## src/rtl/traffic_pkg.sv

```systemverilog
// traffic_pkg: shared definitions for the traffic phase controller.
//   STATE_W - width of the phase-state encoding
//   state_t - controller phase states
package traffic_pkg;

  localparam int STATE_W = 3;

  typedef enum logic [STATE_W-1:0] {
    ST_ALL_RED = 3'd0,
    ST_GREEN   = 3'd1,
    ST_YELLOW  = 3'd2,
    ST_WALK    = 3'd3,
    ST_FLASH   = 3'd4
  } state_t;

  // True for the phases in which every approach shows red.
  function automatic logic all_red_phase(state_t s);
    return (s == ST_ALL_RED) || (s == ST_WALK);
  endfunction

endpackage

```

## src/rtl/phase_timer.sv

```systemverilog
// phase_timer: loadable down-counter advanced by a tick strobe.
//   clk, reset - clock and async active-high reset (count <= RST_VAL)
//   tick       - advance strobe; count decrements on ticks until it reaches 0
//   load       - load load_val this edge (wins over the tick decrement)
//   expire     - terminal count: tick present while count is 0
module phase_timer #(
  parameter int            TW      = 8,
  parameter logic [TW-1:0] RST_VAL = '0
) (
  input  logic          clk,
  input  logic          reset,
  input  logic          tick,
  input  logic          load,
  input  logic [TW-1:0] load_val,
  output logic          expire
);

  logic [TW-1:0] count_q, count_d;

  always_comb begin
    count_d = count_q;
    if (load) begin
      count_d = load_val;
    end else if (tick && (count_q != '0)) begin
      count_d = count_q - TW'(1);
    end
  end

  always_ff @(posedge clk or posedge reset) begin
    if (reset) count_q <= RST_VAL;
    else       count_q <= count_d;
  end

  assign expire = tick && (count_q == '0);

endmodule

```

## src/rtl/traffic_phase_ctrl.sv

```systemverilog
// traffic_phase_ctrl: green/yellow/all-red sequencer over NUM_DIRS approaches
// with a pedestrian walk phase and a flashing-yellow override.
//   clk, reset  - clock and async active-high reset
//   tick        - timing strobe; phase timers only move on tick edges
//   ped_req     - pedestrian request pulse (latched until served)
//   flash_mode  - level, selects flashing yellow on all approaches
//   red/yellow/green - per-direction lamps (bit d = direction d)
//   walk        - pedestrian walk lamp
//   cur_dir     - direction owning the current green/yellow
//
// state      | meaning
// -----------+---------------------------------------------------------
// ST_ALL_RED | clearance, all red; then WALK if a request is pending
// ST_GREEN   | cur_dir green, others red
// ST_YELLOW  | cur_dir yellow, others red; exit advances cur_dir
// ST_WALK    | all red, walk lamp lit
// ST_FLASH   | all yellow blinking, no red/green, requests ignored
module traffic_phase_ctrl
  import traffic_pkg::*;
#(
  parameter int NUM_DIRS      = 2,
  parameter int TW            = 8,
  parameter int GREEN_TICKS   = 5,
  parameter int YELLOW_TICKS  = 2,
  parameter int ALL_RED_TICKS = 1,
  parameter int WALK_TICKS    = 3,
  parameter int FLASH_TICKS   = 2
) (
  input  logic                        clk,
  input  logic                        reset,
  input  logic                        tick,
  input  logic                        ped_req,
  input  logic                        flash_mode,
  output logic [NUM_DIRS-1:0]         red,
  output logic [NUM_DIRS-1:0]         yellow,
  output logic [NUM_DIRS-1:0]         green,
  output logic                        walk,
  output logic [$clog2(NUM_DIRS)-1:0] cur_dir
);

  localparam int DIR_W = $clog2(NUM_DIRS);

  localparam logic [TW-1:0] GREEN_M1   = TW'(GREEN_TICKS - 1);
  localparam logic [TW-1:0] YELLOW_M1  = TW'(YELLOW_TICKS - 1);
  localparam logic [TW-1:0] ALL_RED_M1 = TW'(ALL_RED_TICKS - 1);
  localparam logic [TW-1:0] WALK_M1    = TW'(WALK_TICKS - 1);
  localparam logic [TW-1:0] FLASH_M1   = TW'(FLASH_TICKS - 1);

  localparam logic [NUM_DIRS-1:0] ALL_ONES = {NUM_DIRS{1'b1}};

  state_t              state_q, state_d;
  logic [DIR_W-1:0]    cur_dir_q, cur_dir_d;
  logic                ped_pending_q, ped_pending_d;
  logic                blink_q, blink_d;
  logic [NUM_DIRS-1:0] red_q, red_d;
  logic [NUM_DIRS-1:0] yellow_q, yellow_d;
  logic [NUM_DIRS-1:0] green_q, green_d;
  logic                walk_q, walk_d;

  logic                tmr_load;
  logic [TW-1:0]       tmr_load_val;
  logic                tmr_expire;
  logic [NUM_DIRS-1:0] dir_oh;

  phase_timer #(
    .TW      (TW),
    .RST_VAL (ALL_RED_M1)
  ) u_phase_timer (
    .clk      (clk),
    .reset    (reset),
    .tick     (tick),
    .load     (tmr_load),
    .load_val (tmr_load_val),
    .expire   (tmr_expire)
  );

  // Next-state logic. Flash entry/exit does not wait for a tick and
  // overrides any expiry on the same edge.
  always_comb begin
    state_d       = state_q;
    cur_dir_d     = cur_dir_q;
    blink_d       = blink_q;
    ped_pending_d = ped_pending_q | (ped_req && (state_q != ST_FLASH));
    tmr_load      = 1'b0;
    tmr_load_val  = '0;

    if (flash_mode) begin
      ped_pending_d = 1'b0;
      if (state_q != ST_FLASH) begin
        state_d      = ST_FLASH;
        blink_d      = 1'b1;
        tmr_load     = 1'b1;
        tmr_load_val = FLASH_M1;
      end else if (tmr_expire) begin
        blink_d      = ~blink_q;
        tmr_load     = 1'b1;
        tmr_load_val = FLASH_M1;
      end
    end else if (state_q == ST_FLASH) begin
      state_d      = ST_ALL_RED;
      cur_dir_d    = '0;
      blink_d      = 1'b0;
      tmr_load     = 1'b1;
      tmr_load_val = ALL_RED_M1;
    end else if (tmr_expire) begin
      tmr_load = 1'b1;
      case (state_q)
        ST_ALL_RED: begin
          // A request arriving on this very edge is served now.
          if (ped_pending_q || ped_req) begin
            state_d       = ST_WALK;
            tmr_load_val  = WALK_M1;
            ped_pending_d = 1'b0;
          end else begin
            state_d      = ST_GREEN;
            tmr_load_val = GREEN_M1;
          end
        end
        ST_GREEN: begin
          state_d      = ST_YELLOW;
          tmr_load_val = YELLOW_M1;
        end
        ST_YELLOW: begin
          state_d      = ST_ALL_RED;
          tmr_load_val = ALL_RED_M1;
          if (cur_dir_q == DIR_W'(NUM_DIRS - 1)) cur_dir_d = '0;
          else                                   cur_dir_d = cur_dir_q + DIR_W'(1);
        end
        ST_WALK: begin
          state_d      = ST_GREEN;
          tmr_load_val = GREEN_M1;
        end
        default: begin
          state_d      = ST_ALL_RED;
          tmr_load_val = ALL_RED_M1;
        end
      endcase
    end
  end

  // Lamps are decoded from the next state so the registered outputs line
  // up with the state register.
  assign dir_oh = NUM_DIRS'(1) << cur_dir_d;

  always_comb begin
    red_d    = '0;
    yellow_d = '0;
    green_d  = '0;
    walk_d   = 1'b0;
    case (state_d)
      ST_GREEN: begin
        green_d = dir_oh;
        red_d   = ~dir_oh;
      end
      ST_YELLOW: begin
        yellow_d = dir_oh;
        red_d    = ~dir_oh;
      end
      ST_FLASH: yellow_d = {NUM_DIRS{blink_d}};
      default: begin
        red_d  = ALL_ONES;
        walk_d = (state_d == ST_WALK);
      end
    endcase
    if (all_red_phase(state_d)) red_d = ALL_ONES;
  end

  always_ff @(posedge clk or posedge reset) begin
    if (reset) begin
      state_q       <= ST_ALL_RED;
      cur_dir_q     <= '0;
      ped_pending_q <= 1'b0;
      blink_q       <= 1'b0;
      red_q         <= ALL_ONES;
      yellow_q      <= '0;
      green_q       <= '0;
      walk_q        <= 1'b0;
    end else begin
      state_q       <= state_d;
      cur_dir_q     <= cur_dir_d;
      ped_pending_q <= ped_pending_d;
      blink_q       <= blink_d;
      red_q         <= red_d;
      yellow_q      <= yellow_d;
      green_q       <= green_d;
      walk_q        <= walk_d;
    end
  end

  assign red     = red_q;
  assign yellow  = yellow_q;
  assign green   = green_q;
  assign walk    = walk_q;
  assign cur_dir = cur_dir_q;

endmodule

```

## config.mk

```make
export PLATFORM = sky130hd
export DESIGN_NAME = traffic_phase_ctrl
export DESIGN_NICKNAME = d
export VERILOG_FILES = /design/src/rtl/traffic_pkg.sv /design/src/rtl/phase_timer.sv /design/src/rtl/traffic_phase_ctrl.sv
export SDC_FILE = /design/constraint.sdc
export NUM_CORES = 1
export LEC_CHECK = 0
export CAP_MARGIN = 10
export CORE_MARGIN = 2
export CORE_UTILIZATION = 60
export DETAILED_ROUTE_END_ITERATION = 6
export PLACE_DENSITY = 0.84
export SETUP_SLACK_MARGIN = 0.3
export SLEW_MARGIN = 10
export SYNTH_ARGS = -nofsm -noshare
export SYNTH_HDL_FRONTEND = slang
export SYNTH_SLANG_ARGS = --single-unit
```

## constraint.sdc

```tcl
create_clock -name clk -period 3.75 [get_ports clk]
set_clock_uncertainty 0.15 [all_clocks]
set_input_delay 0.375 -clock clk [delete_from_list [all_inputs] [get_ports clk]]
set_output_delay 0.375 -clock clk [all_outputs]
set_load 0.05 [all_outputs]
```

==> metrics.md <==
| Metric | Value |
|---|---|
| Start of the worst register-to-register path | u_phase_timer.count_q[2] |
| DR iter-0 viols | 34 |
| DIE WIDTH | 50.1 um |
| Combinational family with the most area after synthesis | simple AND/OR/NAND/NOR gates |
| Clock network fraction of design power | 9.3% |
| CP max FO | 14 |
| Post-layout util | 71.5% |
| Average wire length per cell after detail routing | 15.5 um |
| Count of synthesis-stage warnings from yosys | 0 |
| Number of buffers added to fix hold violations after cts | 0 |
| Run status | finished clean |
| Transition time of the tightest slew-check pin | 0.750 ns |
| Nets@finish | 151 |
| Final setup violation count | 0 |
| Vias per cell | 6.37 |
| Maximum number of pins on one net before global-route repair | 22 |
| H-Tree Depth | 1 |
| FMAX | 440 MHz |
| P_int | 594 uW |
| Switching power share of the total | 47.8% |
| Core Area | 1980 um2 |
| Via count of the first global-routing pass | 991 |
| Setup repair after global routing missed its margin | no |
| Area of the mapped netlist | 1280 um2 |
| Number of unique standard cell types used by synthesis | 46 |
| Number of filler instances in the final layout | 156 |
| Proportion of synthesized chip area in sequential cells | 41.3% |
| Vias | 1083 |
| Longest Clk Path Bufs | 2 |
| R2R Setup Slk | 1.55 ns |
| Sequential share of power | 33.6% |
| Post-synthesis share of cell area spent on xor and xnor gates | 6.17% |
| Multiplexer share of the synthesized area | 0.784% |
| Synthesized-area fraction occupied by ao, oa, aoi and oai cells | 18.2% |
| Main flop type after synthesis | dfrtp_1 |
| All-Layer GR Usage | 23.2% |
| Max-cap violation count | 0 |
| Comb pwr share | 57.1% |
| Classification of the worst setup path | in2reg |
| Leftover overflow at the end of global routing | 0 |
| Final Routed Wirelength | 2.64 mm |
| Source-to-sink clock delay at the later pin of the worst-skew pair | 0.30 ns |
| Clock Sink Count | 21 |
| Share of cells above drive strength 1 | 9.79% |
| EDFF count, synth | 0 |
| Pins Over Slew Limit | 0 |
| Post-synthesis instance total | 137 |
| Area taken by flip-flops and latches | 528 um2 |
| Setup tns final | 0 ns |
| #FFs+latches synth | 21 |
| Power per cell area | 804 nW/um2 |
| Simple-gate share of the synthesized area | 26.0% |
| Period utilization | 60.6% |
| Cell at the root of the clock tree | clkbuf_4 |
| Number of antenna violations at the first check in global routing | 0 |
| Period minus WS final | 2.27 ns |
| Clock input transition at the sequential cells of the worst setup and hold paths | 0.12 ns |
| First-pass GRT wire length | 4.53 mm |
| Placed wire-length estimate | 1.93 mm |
| Height of the die | 50.1 um |
| Layout Area Growth over Synthesis | 10.9% |
| Worst min-delay path class | in2async |
| Total Die Area | 2510 um2 |
| Number of iterations in the first detailed-routing pass | 4 |
| Startpoint Class | primary input |
| TritonCTS clock tree | built |
| Remaining max-slew budget at the tightest pin | 49.9% |
| Resized Gates After CTS | 0 |
| Starting density of the core | 64.5% |
| Arrival time worst endpoint | 2.32 ns |
| Total number of placement rows | 16 |
| Required @ worst endpoint | 3.80 ns |
| Path depth of the worst reg2reg path | 4 |
| Final hold vios | 0 |
| Total area of multi-input combinational cells | 678 um2 |
| ANT nets after route | 0 |
| Port-buffer cells | 12 |
| Fraction of the mapped netlist area in adder cells | 1.96% |
| Number of nets in the synthesized netlist | 144 |
| Share of async-settable or async-resettable flops after synthesis | 100% |
| Final routed DRC violation total | 0 |
| Reg2reg end | red[0] |
| Global placer's final weighted congestion | 0.938 |
| Setup Fix Bufs, Post-CTS | 0 |
| Total clock buffers created by CTS | 3 |
| Synthesized area per cell | 9.32 um2 |
| Switching power | 545 uW |
| Antenna Diode Count | 0 |
| Leakage | 0.000555 uW |
| Worst vdd rail ir drop | 0.568 mV |
| Top-Level Pins | 13 |
| CP Capture Type | register |
-- power groups by stage --
stage	sequential (uW)	combinational, uW	clock (uW)
after floorplan	404	510	0
after global placement	379	623	0
after detailed placement	383	646	0
after CTS	379	649	108
after global routing	391	715	119
final	382	650	106
-- cells in the mapped netlist, types with 2 or more instances --
cell type	number	area, um2
dfstp_2	2	52.6
nor2_1	15	56.3
nand2_1	7	26.3
nor3_1	5	25.0
inv_1	6	22.5
dfrtp_1	19	475
a31oi_1	4	25.0
nor4_1	4	25.0
nand4_1	5	31.3
o21ai_0	3	15.0
a2bb2oi_1	3	26.3
xor2_1	2	17.5
a21oi_1	9	45.0
nand3_1	3	15.0
ha_1	2	25.0
clkbuf_1	10	37.5
xnor2_1	7	61.3
nand2b_1	2	12.5
nor4b_1	2	17.5
-- worst max-delay path, cell delays in order --
cell,delay [ns]
clkdlybuf4s50_1,0.74
or4b_4,0.53
a2111oi_1,0.45
xnor2_1,0.17
nor2_1,0.05
-- cells by family (layout without fill, tap and decap cells) --
| kind of cell | count (synthesis) | in the layout |
|---|---|---|
| AND/OR/NAND/NOR | 55 | 55 |
| adder cells (fa/ha/maj) | 2 | 2 |
| AO/OA/AOI/OAI | 32 | 32 |
| multiplexers | 1 | 1 |
| buffers and inverters | 17 | 23 |
| flip-flops | 21 | 21 |
| XOR/XNOR | 9 | 9 |
-- metal layers --
layer  vias up  GRT usage, %  wire, um
met5         -             0         0
met4         0          6.02        17
met3         4          3.27       134
met2        39          37.1      1270
met1       523          32.9      1220
li1        517             -         -
-- worst max-delay path by stage --
stage / start / endpoint / depth (start not counted)
floorplan: u_phase_timer.count_q[0] / red[0] / 7
global placement: tick / u_phase_timer.count_q[5] / 5
detailed placement: tick / u_phase_timer.count_q[5] / 5
CTS: tick / u_phase_timer.count_q[5] / 5
global route: tick / u_phase_timer.count_q[5] / 5
finish: tick / u_phase_timer.count_q[5] / 5
-- final cells by class --
cell class / count / share of cell area, %
multi-input cells: 99 / 47.9
repair buffers: 13 / 9.01
clock buffers: 4 / 1.86
flip-flops and latches: 21 / 37.3
inverters: 6 / 1.59
well taps: 27 / 2.39
-- registers in the layout, indices dropped and copies added, names as in the netlist --
signal / flops
green: 2
red: 2
cur_dir: 1
walk: 1
u_phase_timer.count_q: 8
yellow: 2
ped_pending_q: 1
state_q: 3
blink_q: 1
-- stage by stage --
stage	hold WS [ns]	instances	worst slack, ns	power [uW]	instance area (um2)
finish	0.343	170	1.48	1140	1420
global placement	0.387	166	1.22	1000	1390
CTS	0.367	170	1.49	1140	1420
detailed placement	0.401	166	1.16	1030	1390
global route	0.433	170	1.39	1220	1420
floorplan	0.200	137	1.70	914	1280
-- placed cells by master, fill, tap and decap left out, types with 2 or more instances in the layout --
| master | n |
|---|---|
| a21oi_1 | 9 |
| a2bb2oi_1 | 3 |
| a31oi_1 | 4 |
| clkbuf_4 | 3 |
| clkdlybuf4s50_1 | 12 |
| dfrtp_1 | 19 |
| dfstp_2 | 2 |
| ha_1 | 2 |
| inv_1 | 6 |
| nand2_1 | 7 |
| nand2b_1 | 2 |
| nand3_1 | 3 |
| nand4_1 | 5 |
| nor2_1 | 15 |
| nor3_1 | 5 |
| nor4_1 | 4 |
| nor4b_1 | 2 |
| o21ai_0 | 3 |
| xnor2_1 | 7 |
| xor2_1 | 2 |
Power figures use the tool's default switching activity.
